===== src/rtl/dbus_axil_bridge.sv =====
// VexRiscv simple data bus (dBus_cmd/dBus_rsp) responder re-issuing each access as one AXI4-Lite transaction.
// Optional watchdog: define DBUS_BRIDGE_TIMEOUT_EN to abort AXI accesses stalled for TIMEOUT_CYCLES.
module dbus_axil_bridge #(
    parameter int ADDR_W         = 32,
    parameter int TIMEOUT_CYCLES = 1024
) (
    input  logic              clk,
    input  logic              reset,
    input  logic              dBus_cmd_valid,
    output logic              dBus_cmd_ready,
    input  logic              dBus_cmd_payload_wr,
    input  logic [ADDR_W-1:0] dBus_cmd_payload_address,
    input  logic [31:0]       dBus_cmd_payload_data,
    input  logic [3:0]        dBus_cmd_payload_mask,
    input  logic [2:0]        dBus_cmd_payload_size,
    output logic              dBus_rsp_valid,
    output logic [31:0]       dBus_rsp_payload_data,
    output logic              dBus_rsp_payload_error,
    output logic              wr_error,
    output logic [ADDR_W-1:0] m_axi_awaddr,
    output logic [2:0]        m_axi_awprot,
    output logic              m_axi_awvalid,
    input  logic              m_axi_awready,
    output logic [31:0]       m_axi_wdata,
    output logic [3:0]        m_axi_wstrb,
    output logic              m_axi_wvalid,
    input  logic              m_axi_wready,
    input  logic [1:0]        m_axi_bresp,
    input  logic              m_axi_bvalid,
    output logic              m_axi_bready,
    output logic [ADDR_W-1:0] m_axi_araddr,
    output logic [2:0]        m_axi_arprot,
    output logic              m_axi_arvalid,
    input  logic              m_axi_arready,
    input  logic [31:0]       m_axi_rdata,
    input  logic [1:0]        m_axi_rresp,
    input  logic              m_axi_rvalid,
    output logic              m_axi_rready
);

    typedef enum logic [2:0] {
        IDLE,
        WR,
        WB,
        RA,
        RD,
        RSP
    } state_t;

    state_t            state;
    logic              cmd_fire;
    logic              size_bad;
    logic              aw_done;
    logic              w_done;
    logic              tmo_hit;
    logic [ADDR_W-1:0] word_addr;
    logic              unused_bits;

    assign dBus_cmd_ready = (state == IDLE) && !reset;
    assign cmd_fire       = dBus_cmd_valid && dBus_cmd_ready;
    assign size_bad       = (dBus_cmd_payload_size > 3'd2);
    assign word_addr      = {dBus_cmd_payload_address[ADDR_W-1:2], 2'b00};

    // A channel counts as done once its valid has dropped or is being accepted this cycle.
    assign aw_done = !m_axi_awvalid || m_axi_awready;
    assign w_done  = !m_axi_wvalid || m_axi_wready;

    assign m_axi_awprot = 3'b000;
    assign m_axi_arprot = 3'b000;

    assign unused_bits = &{1'b0, dBus_cmd_payload_address[1:0], m_axi_bresp[0],
                           m_axi_rresp[0], (TIMEOUT_CYCLES < 2)};

`ifdef DBUS_BRIDGE_TIMEOUT_EN
    logic [31:0] tmo_count;

    // Counts cycles spent since the access left IDLE; RSP is never long enough to matter.
    always_ff @(posedge clk or posedge reset) begin
        if (reset) begin
            tmo_count <= '0;
        end else if (state == IDLE) begin
            tmo_count <= '0;
        end else begin
            tmo_count <= tmo_count + 32'd1;
        end
    end

    assign tmo_hit = (tmo_count >= 32'(TIMEOUT_CYCLES - 1));
`else
    assign tmo_hit = 1'b0;
`endif

    always_ff @(posedge clk or posedge reset) begin
        if (reset) begin
            state                  <= IDLE;
            dBus_rsp_valid         <= 1'b0;
            dBus_rsp_payload_data  <= '0;
            dBus_rsp_payload_error <= 1'b0;
            wr_error               <= 1'b0;
            m_axi_awaddr           <= '0;
            m_axi_awvalid          <= 1'b0;
            m_axi_wdata            <= '0;
            m_axi_wstrb            <= '0;
            m_axi_wvalid           <= 1'b0;
            m_axi_bready           <= 1'b0;
            m_axi_araddr           <= '0;
            m_axi_arvalid          <= 1'b0;
            m_axi_rready           <= 1'b0;
        end else begin
            dBus_rsp_valid <= 1'b0;
            wr_error       <= 1'b0;
            case (state)
                IDLE: begin
                    if (cmd_fire) begin
                        if (size_bad) begin
                            if (dBus_cmd_payload_wr) begin
                                wr_error <= 1'b1;
                            end else begin
                                dBus_rsp_valid         <= 1'b1;
                                dBus_rsp_payload_data  <= '0;
                                dBus_rsp_payload_error <= 1'b1;
                                state                  <= RSP;
                            end
                        end else if (dBus_cmd_payload_wr) begin
                            m_axi_awaddr  <= word_addr;
                            m_axi_wdata   <= dBus_cmd_payload_data;
                            m_axi_wstrb   <= dBus_cmd_payload_mask;
                            m_axi_awvalid <= 1'b1;
                            m_axi_wvalid  <= 1'b1;
                            state         <= WR;
                        end else begin
                            m_axi_araddr  <= word_addr;
                            m_axi_arvalid <= 1'b1;
                            state         <= RA;
                        end
                    end
                end
                WR: begin
                    if (aw_done && w_done) begin
                        m_axi_awvalid <= 1'b0;
                        m_axi_wvalid  <= 1'b0;
                        m_axi_bready  <= 1'b1;
                        state         <= WB;
                    end else if (tmo_hit) begin
                        m_axi_awvalid <= 1'b0;
                        m_axi_wvalid  <= 1'b0;
                        wr_error      <= 1'b1;
                        state         <= IDLE;
                    end else begin
                        if (m_axi_awready) begin
                            m_axi_awvalid <= 1'b0;
                        end
                        if (m_axi_wready) begin
                            m_axi_wvalid <= 1'b0;
                        end
                    end
                end
                WB: begin
                    if (m_axi_bvalid) begin
                        m_axi_bready <= 1'b0;
                        wr_error     <= m_axi_bresp[1];
                        state        <= IDLE;
                    end else if (tmo_hit) begin
                        m_axi_bready <= 1'b0;
                        wr_error     <= 1'b1;
                        state        <= IDLE;
                    end
                end
                RA: begin
                    if (m_axi_arready) begin
                        m_axi_arvalid <= 1'b0;
                        m_axi_rready  <= 1'b1;
                        state         <= RD;
                    end else if (tmo_hit) begin
                        m_axi_arvalid          <= 1'b0;
                        dBus_rsp_valid         <= 1'b1;
                        dBus_rsp_payload_data  <= '0;
                        dBus_rsp_payload_error <= 1'b1;
                        state                  <= RSP;
                    end
                end
                RD: begin
                    if (m_axi_rvalid) begin
                        m_axi_rready           <= 1'b0;
                        dBus_rsp_valid         <= 1'b1;
                        dBus_rsp_payload_data  <= m_axi_rdata;
                        dBus_rsp_payload_error <= m_axi_rresp[1];
                        state                  <= RSP;
                    end else if (tmo_hit) begin
                        m_axi_rready           <= 1'b0;
                        dBus_rsp_valid         <= 1'b1;
                        dBus_rsp_payload_data  <= '0;
                        dBus_rsp_payload_error <= 1'b1;
                        state                  <= RSP;
                    end
                end
                RSP: begin
                    state <= IDLE;
                end
                default: begin
                    state <= IDLE;
                end
            endcase
        end
    end

endmodule


===== config.mk =====
export PLATFORM = sky130hd
export DESIGN_NAME = dbus_axil_bridge
export DESIGN_NICKNAME = d
export VERILOG_FILES = /design/src/rtl/dbus_axil_bridge.sv
export SDC_FILE = /design/constraint.sdc
export NUM_CORES = 1
export LEC_CHECK = 0
export BUFFER_PORTS_ARGS = -buffer_cell sky130_fd_sc_hd__buf_2
export CAP_MARGIN = 10
export CORE_AREA = 2 2 118 120
export DETAILED_ROUTE_END_ITERATION = 12
export DIE_AREA = 0 0 120 122
export PLACE_DENSITY = 0.83
export SLEW_MARGIN = 20
export SYNTH_ARGS = -nofsm -noshare
export SYNTH_HDL_FRONTEND = slang
export SYNTH_SLANG_ARGS = --single-unit

===== constraint.sdc =====
create_clock -name clk -period 4.4 [get_ports clk]
set_clock_uncertainty 0.05 [all_clocks]
set_input_delay 0.44 -clock clk [delete_from_list [all_inputs] [get_ports clk]]
set_output_delay 0.44 -clock clk [all_outputs]
set_load 0.01 [all_outputs]

Word level (Yosys, flattened, before mapping):

Index checks and enable logic that the tools add are counted.
Widths: inputs -> output; s select.

* register bits after elaboration: 139
* bits in latches: 0
* RAM bits: 0
* memory bits (read-only): 0
* bits of input ports: 116
* output and inout port bits: 147
* memories: 0

* $add $sub $neg: 0
* multipliers: 0
* divide/modulo/power cells: 0
* order comparisons: 1
* equal/unequal tests: 16
* shift-type cells: 0
* muxes and demuxes: 48
* bitwise logic cells: 2
* reductions and logical operators: 23

Operators with widths (number)
* $mux 32: 4
* $pmux 32 s2: 1
* $mux 1: 26
* $mux 3: 7
* $reduce_and 5->1: 4
* $ne 2x2->1 const B: 9
* $pmux 1 s2: 8
* $pmux 3 s5: 1
* $reduce_bool 2->1: 5
* $ne 3x3->1 const B: 3
* $reduce_and 4->1: 2
* $eq 3x2->1 const B: 2
* $reduce_and 3->1: 2
* $reduce_and 6->1: 1
* $eq 3x1->1 const B: 1
* $eq 3x3->1 const B: 1
* $gt 3x2->1 const B: 1
* $logic_and 1x1->1: 3
* $logic_not 1->1: 3
* $logic_not 3->1: 1
* $logic_or 1x1->1: 2
* $mux 2: 1
* $not 1->1: 2

Longest topological paths before layout:

Gate-level depths: netlist of the first run.

* depth in word-level cells: 5
* mapped depth: 6

Least setup slack after synthesis of the first run:

OpenSTA, ideal clock, no wires.

* path kind: reg-to-reg
* from: register state[0]
* to: register m_axi_araddr[21]
* arrival: 1.763 ns
* path slack: 2.462 ns
* stages on the path, launching flop included: 7
* period minus slack after synthesis: 1.938 ns
* cell sequence: dfrtp_1 buf_2 or2_1 or3_4 nor3_4 buf_4 mux2_2

* longest elaborated chain between the ends: 4

Ends and longest elaborated chain
* from (decl): RTL line 50 `state_t state;`
* from (signal assigned): RTL line 95 `state <= IDLE;`
* from (signal assigned): RTL line 122 `state <= RSP;`
* from (signal assigned): RTL line 130 `state <= WR;`
* $logic_not 3->1 *: RTL line 59, 112
* $logic_and 1x1->1: RTL line 59 `assign dBus_cmd_ready = (state == IDLE) && !reset;`
* $logic_and 1x1->1: RTL line 60 `assign cmd_fire = dBus_cmd_valid && dBus_cmd_ready;`
* $reduce_and 4->1 (no source line) *
* to (signal assigned): RTL line 132 `m_axi_araddr <= word_addr;`
* to (decl): RTL line 31 `output logic [ADDR_W-1:0] m_axi_araddr,`

Mark *: on every way between the ends. The rest lies on a longest branch, timed or not.
A chain may end at the register's enable or synchronous reset.

Final worst setup path of the first run:

* from: register state[0]
* to: register m_axi_araddr[9]

Same word-level chain as after synthesis.

==> results of run 1 <==
## Yosys cell counts
library cell / count
a22oi_1: 1
nand4_1: 1
or3_1: 1
a32o_1: 1
o22a_1: 1
o21ai_0: 2
nor3_1: 2
o32ai_1: 1
mux2_2: 96
nor3b_1: 1
a31oi_1: 1
buf_4: 13
nor3_4: 1
nor4_1: 1
inv_1: 6
a22o_1: 33
buf_2: 5
buf_6: 3
clkbuf_1: 5
o31a_4: 1
nand2b_1: 1
or3_4: 1
a21o_1: 1
conb_1: 1
nor2_1: 4
a21oi_1: 4
nand2_1: 12
buf_1: 4
nor2b_1: 1
o31ai_1: 1
dfrtp_1: 139
mux2_1: 1
o21a_1: 1
and3_1: 1
or2_1: 1
nand3_1: 2
nand3b_1: 1
## path summary, 6_finish.rpt
path / cells past startpoint / from / endpoint / slack [ns]
max reg2reg: 5 / state[0]$_DFFE_PP0P_ / m_axi_araddr[9]$_DFFE_PP0P_ / 2.17
min in group clk: 2 / m_axi_rdata[24] / dBus_rsp_payload_data[24]$_DFFE_PP0P_ / 0.20
max in group asynchronous: 3 / reset / m_axi_awaddr[2]$_DFFE_PP0P_ / 3.16
min: 2 / reset / m_axi_rready$_DFFE_PP0P_ / 0.18
max: 5 / state[0]$_DFFE_PP0P_ / m_axi_araddr[9]$_DFFE_PP0P_ / 2.17
min reg2reg: 1 / m_axi_araddr[25]$_DFFE_PP0P_ / m_axi_araddr[25]$_DFFE_PP0P_ / 0.43
## layer usage
metal  GRT usage (%)  up-vias  wire (um)
met2            29.2      169       6250
li1                -     1747          -
met1            19.9     1879       4960
met5               0        -          0
met4            5.88        0        209
met3            6.69       16        984
## kinds of logic (layout without fill, tap and decap cells)
kind of cell | Yosys count | in the layout
flops | 139 | 139
mux | 97 | 97
compound gates | 48 | 48
buf+inv | 36 | 288
simple gates | 31 | 31
other cells | 1 | 10
## power breakdown
| part | total (mW) | internal, mW | switching [mW] |
|---|---|---|---|
| Clock | 1.61 | 1.09 | 0.519 |
| Sequential | 2.19 | 1.86 | 0.331 |
| Combinational | 1.75 | 0.902 | 0.845 |
## worst register-to-register path, delay by kind of cell (launching register included)
kind	cells	cell delay [ns]
buffers and inverters	1	0.41
multiplexers	1	0.41
AND/OR/NAND/NOR	3	0.77
flip-flops	1	0.48
## cell type report
cell class	count	area [um^2]	share of cell area, %
Clock buffer	19	453	6.15
Sequential cell	139	3480	47.2
Tap cell	180	225	3.06
Clock inverter	11	216	2.94
Multi-Input combinational cell	186	1700	23.0
Timing Repair Buffer	252	1270	17.2
Inverter	6	27.5	0.374
## sequential cells by signal, summed over array words and instances (netlist names)
register,count
dBus_rsp_payload_error,1
m_axi_bready,1
m_axi_wvalid,1
dBus_rsp_valid,1
m_axi_wstrb,4
m_axi_arvalid,1
state,3
m_axi_araddr,30
m_axi_wdata,32
dBus_rsp_payload_data,32
wr_error,1
m_axi_awvalid,1
m_axi_rready,1
m_axi_awaddr,30
## through the flow
| stage | area (um^2) | setup slack, ns | instances | total power [mW] | hold slack (ns) |
|---|---|---|---|---|---|
| after floorplan | 5390 | 0.185 | 361 | 3.18 | 0.475 |
| after global placement | 6700 | 2.12 | 763 | 3.88 | 0.412 |
| after detailed placement | 6700 | 2.11 | 763 | 3.98 | 0.425 |
| after CTS | 7370 | 2.17 | 793 | 5.61 | 0.181 |
| after global routing | 7370 | 2.06 | 793 | 5.87 | 0.177 |
| final | 7370 | 2.17 | 793 | 5.55 | 0.177 |
==> impl_metrics.yaml, run 1 <==
place:
  portBuffers: 248
  place.gp.congestion: 0.761
  dp_hpwl_mm: 8.90
pwr:
  ir_worst_vdd_mv: 0.329
  p_leak_nw: 3.89
  powerDensity_mw_per_mm2: 752
die:
  core_area_mm2: 0.0135
  die-width_um: 120
  pin_count: 263
  fp.dieH_um: 122
  dieArea_mm2: 0.0146
  num_rows: 43
  start_util_pct: 39.6
grt:
  antenna_found_initial: 0
  grt_overflow_total: 0
  grt_pass1_wl_mm: 19.5
  grt_use_total_pct: 17.2
  grt_pass1_vias: 3988
  grt_max_degree: 108
cells_and_area:
  area_delta_synth_final_pct: 37.6
  final_cell_mix: "buf_2, dfrtp_1, mux2_2, a22o_1, clkbuf_16"
  final_nets: 718
  n_fill_cell: 1142
  fin_util_pct: 54.6
  diodes: 0
  layout_commonest_cell: "buf_2"
  drive_gt1_share_pct: 62.5
sta:
  fin_crit_ns: 2.23
  setup_viol: 0
  slew_headroom_pct: 37.6
  fmax_ghz: 0.449
  rsz0062_at_grt: "no"
  finalHoldViolations: 0
  tightestPinTransition_ns: 0.937
  finalMaxSlewViolations: 0
  fin_tns_setup_ns: 0
  period_share_pct: 50.6
synth:
  syn_avg_cell_area_um2: 15.2
  synth_compound_area_share_pct: 7.48
  synth_warnings: 0
  synth-seq-cells: 139
  synth_mux_area_share_pct: 20.4
  syn_area_mm2: 0.00535
  yosys-top-cells-area: "dfrtp_1, mux2_2, a22o_1"
  synth_xor_area_share_pct: 0
  synthCells: 352
  synthDistinctLibCells: 37
  synth_top_family_by_area: "multiplexers"
  synth_top_area_share_pct: 65.0
  synthAdderAreaFrac_pct: 0
  seq_area_frac_synth_pct: 65.0
  synth_top_cell_by_area: "dfrtp_1"
  synth_simple_gate_area_share_pct: 3.11
routing:
  drt_iter0_markers: 175
  ant_nets: 0
  first_pass_iters: 4
  vias_per_cell: 4.81
  drc_errors: 0
  wl_per_cell_um: 15.6
  vias: 3811
  routed_wl_mm: 12.4
cts:
  cts_tree: "yes"
  clkLatencyLatePin_ns: 0.41
  cts_sinks: 139
  cts_buffers: 17
  htreeDepth: 4
  cts-root-buf: "clkbuf_16"
  cts_setup_buffers: 0
  clock_path_buffers: 2
  clkTransAtPathRegs_ns: 0.06
  cts_hold_buffers: 0
  cts_resized: 0
worst_setup_path:
  required_ns: 4.64
  slowest_delay_ns: 0.48
  crit_slowest_cell: "dfrtp_1"
  arrival_ns: 2.47
  cp-start-kind: "flip-flop"
  path_class: "reg -> reg"
  path_max_fanout: 31
  cp-end-kind: "flip-flop"
  path_buf_inv: 1
  cp_top_family: "simple AND/OR/NAND/NOR gates"
  cp_cell_sequence: "or2_1 -> or3_4 -> nor3_4 -> buf_4 -> mux2_2"
outcome:
  outcome: "completed"
min_path:
  min_path_type: "in -> async"
run:
  max-cap-violations: 0
(Power assumes the default switching activity.)
==> inputs of run 2 (changes only) <==
- clock period: 4.4 -> 1.95 ns (I/O delays scaled with it)
==> impl_metrics.yaml, run 2 (synthesis gave the netlist of run 1 again) <==
routing:
  routed_wl_mm: 15.3
  vias: 4410
  drt_iter0_markers: 189
  wl_per_cell_um: 16.9
  drc_errors: 0
  vias_per_cell: 4.87
  ant_nets: 0
  first_pass_iters: 4
grt:
  grt_pass1_wl_mm: 23.4
  grt_overflow_total: 0
  grt_max_degree: 67
  grt_pass1_vias: 4723
  antenna_found_initial: 1
  grt_use_total_pct: 20.9
outcome:
  outcome: "finished with violations"
  violations: "negative setup slack"
worst_setup_path:
  cp-startpoint: "state[0]$_DFFE_PP0P_"
  path_max_fanout: 24
  slowest_delay_ns: 0.38
  r2r_end: "m_axi_araddr[2]$_DFFE_PP0P_"
  cp-end-kind: "flip-flop"
  setup.worst_path.end: "m_axi_araddr[2]$_DFFE_PP0P_"
  r2r_slack_ns: -0.005
  path_class: "reg -> reg"
  reg2reg_from: "state[0]$_DFFE_PP0P_"
  arrival_ns: 2.19
  reg2reg_depth: 5
  required_ns: 2.19
  cp-start-kind: "flip-flop"
  crit_slowest_cell: "dfrtp_1"
  cp_cell_sequence: "or2_1 -> or3_4 -> nor3_4 -> buf_12 -> mux2_2"
cells_and_area:
  layout_commonest_cell: "buf_2"
  largest_registers: "dBus_rsp_payload_data: 32 flops, m_axi_wdata: 32 flops"
  area_delta_synth_final_pct: 56.8
  fin_util_pct: 62.2
  stdcell_area_mm2: 0.00839
  final_nets: 828
  final_cell_mix: "buf_2, dfrtp_1, dlygate4sd3_1, mux2_2, a22o_1"
  drive_gt1_share_pct: 54.1
sta:
  finalHoldViolations: 0
  rsz0062_at_grt: "yes"
  finalMaxSlewViolations: 0
  setup_slack_ns: -0.00548
  setup_viol: 2
  fin_tns_setup_ns: -0.00563
  fin_crit_ns: 1.96
  period_share_pct: 100
  fmax_ghz: 0.511
pwr:
  powerDensity_mw_per_mm2: 1470
  power_mw: 12.3
  p_leak_nw: 4.32
  ir_worst_vdd_mv: 0.737
place:
  portBuffers: 248
  dp_hpwl_mm: 9.33
  place.gp.congestion: 0.755
  place_area_mm2: 0.00680
cts:
  cts-root-buf: "clkbuf_16"
  cts_buffers: 17
  clkTransAtPathRegs_ns: 0.06
  clkLatencyLatePin_ns: 0.41
  cts_setup_buffers: 0
  cts_tree: "yes"
  htreeDepth: 4
  clock_path_buffers: 2
  cts_sinks: 139
die:
  fp.dieH_um: 122
  pin_count: 263
  num_rows: 43
  die-width_um: 120
  core_area_mm2: 0.0135
  dieArea_mm2: 0.0146
  start_util_pct: 39.6
run:
  max-cap-violations: 0
min_path:
  min_path_type: "in -> reg"
run 2: cell types whose count changed in the layout (fill, tap and decap cells not counted), sizes merged, moves of 2 or more:
cell / delta
dlygate4sd3: +102
buf: +8
bufinv: -5
clkinv: +4
clkinvlp: +2
run 2: worst min path at each step:
stage                                            start                      endpoint  slack (ns)  cells after the start
after floorplan           dBus_cmd_payload_address[25]  m_axi_araddr[25]$_DFFE_PP0P_        0.28                      1
after global placement                           reset      m_axi_rready$_DFFE_PP0P_        0.13                      2
after detailed placement                         reset      m_axi_rready$_DFFE_PP0P_        0.15                      2
after CTS                               m_axi_bresp[1]            wr_error$_DFF_PP0_        0.02                      3
after global routing                    m_axi_bresp[1]            wr_error$_DFF_PP0_        0.05                      3
final                                   m_axi_bresp[1]            wr_error$_DFF_PP0_        0.05                      3
run 2: layout make-up:
cell class                      count  area, um^2
Antenna cell                        1        2.50
Clock buffer                       19         453
Clock inverter                     13         115
Fill cell                         966        5110
Inverter                            6        26.3
Multi-Input combinational cell    186        1700
Sequential cell                   139        3480
Tap cell                          180         225
Timing Repair Buffer              362        2390
run 2: power breakdown:
| group | total [mW] | switching (mW) | internal (mW) |
|---|---|---|---|
| clock | 3.05 | 1.22 | 1.82 |
| sequential | 4.94 | 0.734 | 4.20 |
| combinational | 4.36 | 2.11 | 2.26 |
run 2: repair_timing:
item | CTS | global route
setup endpoints to repair | 0 | 30
resized for setup | 0 | 2
endpoints found under the hold margin | 140 | 0
hold buffers | 102 | 0
run 2: metrics by stage:
step                setup slack [ns]  cells  hold WS (ns)
floorplan                    -0.0301    361         0.280
CTS                           0.0198    905        0.0197
global route                 -0.0756    906        0.0511
global placement              0.0565    771         0.132
detailed placement            0.0260    771         0.146
finish                      -0.00548    906        0.0467
run 2: metal layers:
| metal | vias up | track usage (%) | share of wire, % |
|---|---|---|---|
| li1 | 1963 | - | - |
| met1 | 2170 | 22.7 | 39 |
| met2 | 234 | 37.1 | 50 |
| met3 | 43 | 5.95 | 7.3 |
| met4 | 0 | 11.1 | 3.2 |
| met5 | - | 0 | 0 |
run 2: critical path: cells and delay by family (launching register included):
family	cells	cell delay [ns]
buffers and inverters	1	0.21
DFF	1	0.38
muxes	1	0.37
and+or+nand+nor	3	0.81
==> inputs of run 3 (changes only) <==
- GPL_TIMING_DRIVEN: unset -> 0
==> impl_metrics.yaml, run 3 (synthesis gave the netlist of run 1 again) <==
outcome:
  outcome: "finished with violations"
  violations: "negative setup slack"
routing:
  ant_nets: 0
  drt_iter0_markers: 206
  routed_wl_mm: 16.6
  vias: 4539
  first_pass_iters: 5
  wl_per_cell_um: 17.6
  drc_errors: 0
  vias_per_cell: 4.83
place:
  place_area_mm2: 0.00694
  dp_hpwl_mm: 9.96
  portBuffers: 248
  place.gp.congestion: 0.822
  dp_cells: 793
cells_and_area:
  fin_util_pct: 65.8
  final_nets: 864
  area_delta_synth_final_pct: 66.0
  largest_registers: "dBus_rsp_payload_data: 32 flops, m_axi_wdata: 32 flops"
  stdcell_area_mm2: 0.00889
  layout_commonest_cell: "buf_2"
  drive_gt1_share_pct: 55.7
  diodes: 0
  final_cell_mix: "buf_2, dfrtp_1, dlygate4sd3_1, mux2_2, a22o_1"
  n_fill_cell: 936
  stdcell_count: 940
sta:
  tightestPinTransition_ns: 0.653
  period_share_pct: 103
  setup_viol: 47
  rsz0062_at_grt: "yes"
  slew_headroom_pct: 56.5
  hold_ws_ns: 0.0265
  fmax_ghz: 0.499
  finalHoldViolations: 0
  finalMaxSlewViolations: 0
  fin_crit_ns: 2.00
  setup_slack_ns: -0.0532
worst_setup_path:
  path_class: "reg -> reg"
  cp-start-kind: "flip-flop"
  path_max_fanout: 5
  arrival_ns: 2.24
  crit_top_cell: "buf_6"
  crit_slowest_cell: "dfrtp_2"
  slowest_delay_ns: 0.43
  required_ns: 2.19
  cp_cell_sequence: "or2_1 -> or3_4 -> buf_6 -> o31a_4 -> buf_6 -> a22o_1"
  cp-end-kind: "flip-flop"
cts:
  clkTransAtPathRegs_ns: 0.06
  clock_path_buffers: 2
  cts_tree: "yes"
  clkLatencyLatePin_ns: 0.41
  htreeDepth: 4
  cts_buffers: 17
  cts_sinks: 139
  cts-root-buf: "clkbuf_16"
pwr:
  power.share.switching_pct: 32.2
  internal-power_mw: 8.81
  power_mw: 13.0
  powerDensity_mw_per_mm2: 1460
  p_leak_nw: 4.59
  seq_power_share_pct: 38.4
  combPwrFrac_pct: 37.0
  clock_power_share_pct: 24.6
  ir_worst_vdd_mv: 0.734
  switchingPower_mw: 4.19
die:
  fp.dieH_um: 122
  core_area_mm2: 0.0135
  start_util_pct: 39.6
  die-width_um: 120
  dieArea_mm2: 0.0146
  pin_count: 263
  num_rows: 43
grt:
  grt_pass1_vias: 4915
  grt_overflow_total: 0
  grt_use_total_pct: 22.3
  grt_pass1_wl_mm: 25.1
  antenna_found_initial: 0
  grt_max_degree: 38
run:
  max-cap-violations: 0
min_path:
  min_path_type: "in -> reg"
[run 3: metrics by stage]
stage / setup TNS [ns] / setup WS (ns)
2_1_floorplan: -4.18 / -0.0301
3_3_place_gp: -124.23 / -0.757
3_5_place_dp: -28.90 / -0.388
4_1_cts: -2.96 / -0.0883
5_1_grt: -4.47 / -0.106
6_report: -1.36 / -0.0532
[run 3: critical path: cells and delay by family, from the launching register on]
kind                   cells  cell delay (ns)
buffers and inverters      2             0.29
AND/OR/NAND/NOR            2             0.59
AO/OA/AOI/OAI              2             0.52
flip-flops                 1             0.43
[run 3: path summary, 6_finish.rpt]
check                                           from                                    end  slack, ns  cells past startpoint
max                             state[1]$_DFFE_PP0P_  dBus_rsp_payload_data[22]$_DFFE_PP0P_      -0.05                      6
min                                   m_axi_bresp[1]                     wr_error$_DFF_PP0_       0.03                      3
max reg2reg                     state[1]$_DFFE_PP0P_  dBus_rsp_payload_data[22]$_DFFE_PP0P_      -0.05                      6
min reg2reg                m_axi_arvalid$_DFFE_PP0P_              m_axi_arvalid$_DFFE_PP0P_       0.45                      1
max in group asynchronous                      reset           m_axi_araddr[28]$_DFFE_PP0P_       0.79                      5
min in group asynchronous                      reset   dBus_rsp_payload_data[4]$_DFFE_PP0P_       0.34                      3
[run 3: final cells by class]
type	count	area (um^2)	area share (%)
buffer	27	208	2.34
multi-input combinational	187	1830	20.5
clock buffer	21	480	5.41
inverter	6	26.3	0.296
sequential	139	3480	39.2
tap	180	225	2.53
timing repair buffer	370	2520	28.4
clock inverter	10	115	1.30
[run 3: layer usage]
layer	GRT usage (%)	part of all wire, %
met1	25.0	40
met3	5.99	6.7
met2	40.1	51
met4	9.12	2.5
met5	0	0
[run 3: what timing repair did]
action / in CTS / in global routing
buffers inserted: 9 / 2
gates cloned: 4 / 2
endpoints found under the setup margin: 129 / 107
resized for setup: 27 / 23
hold buffers: 102 / 0
endpoints found under the hold margin: 141 / 0
pin swaps: 2 / 1
[run 3: power groups by stage]
stage	clock, mW	sequential (mW)	combinational, mW
floorplan	0	5.47	1.70
global placement	0	4.83	4.04
detailed placement	0	4.92	4.20
CTS	3.25	4.92	4.58
global route	3.39	5.13	5.17
finish	3.20	4.98	4.81
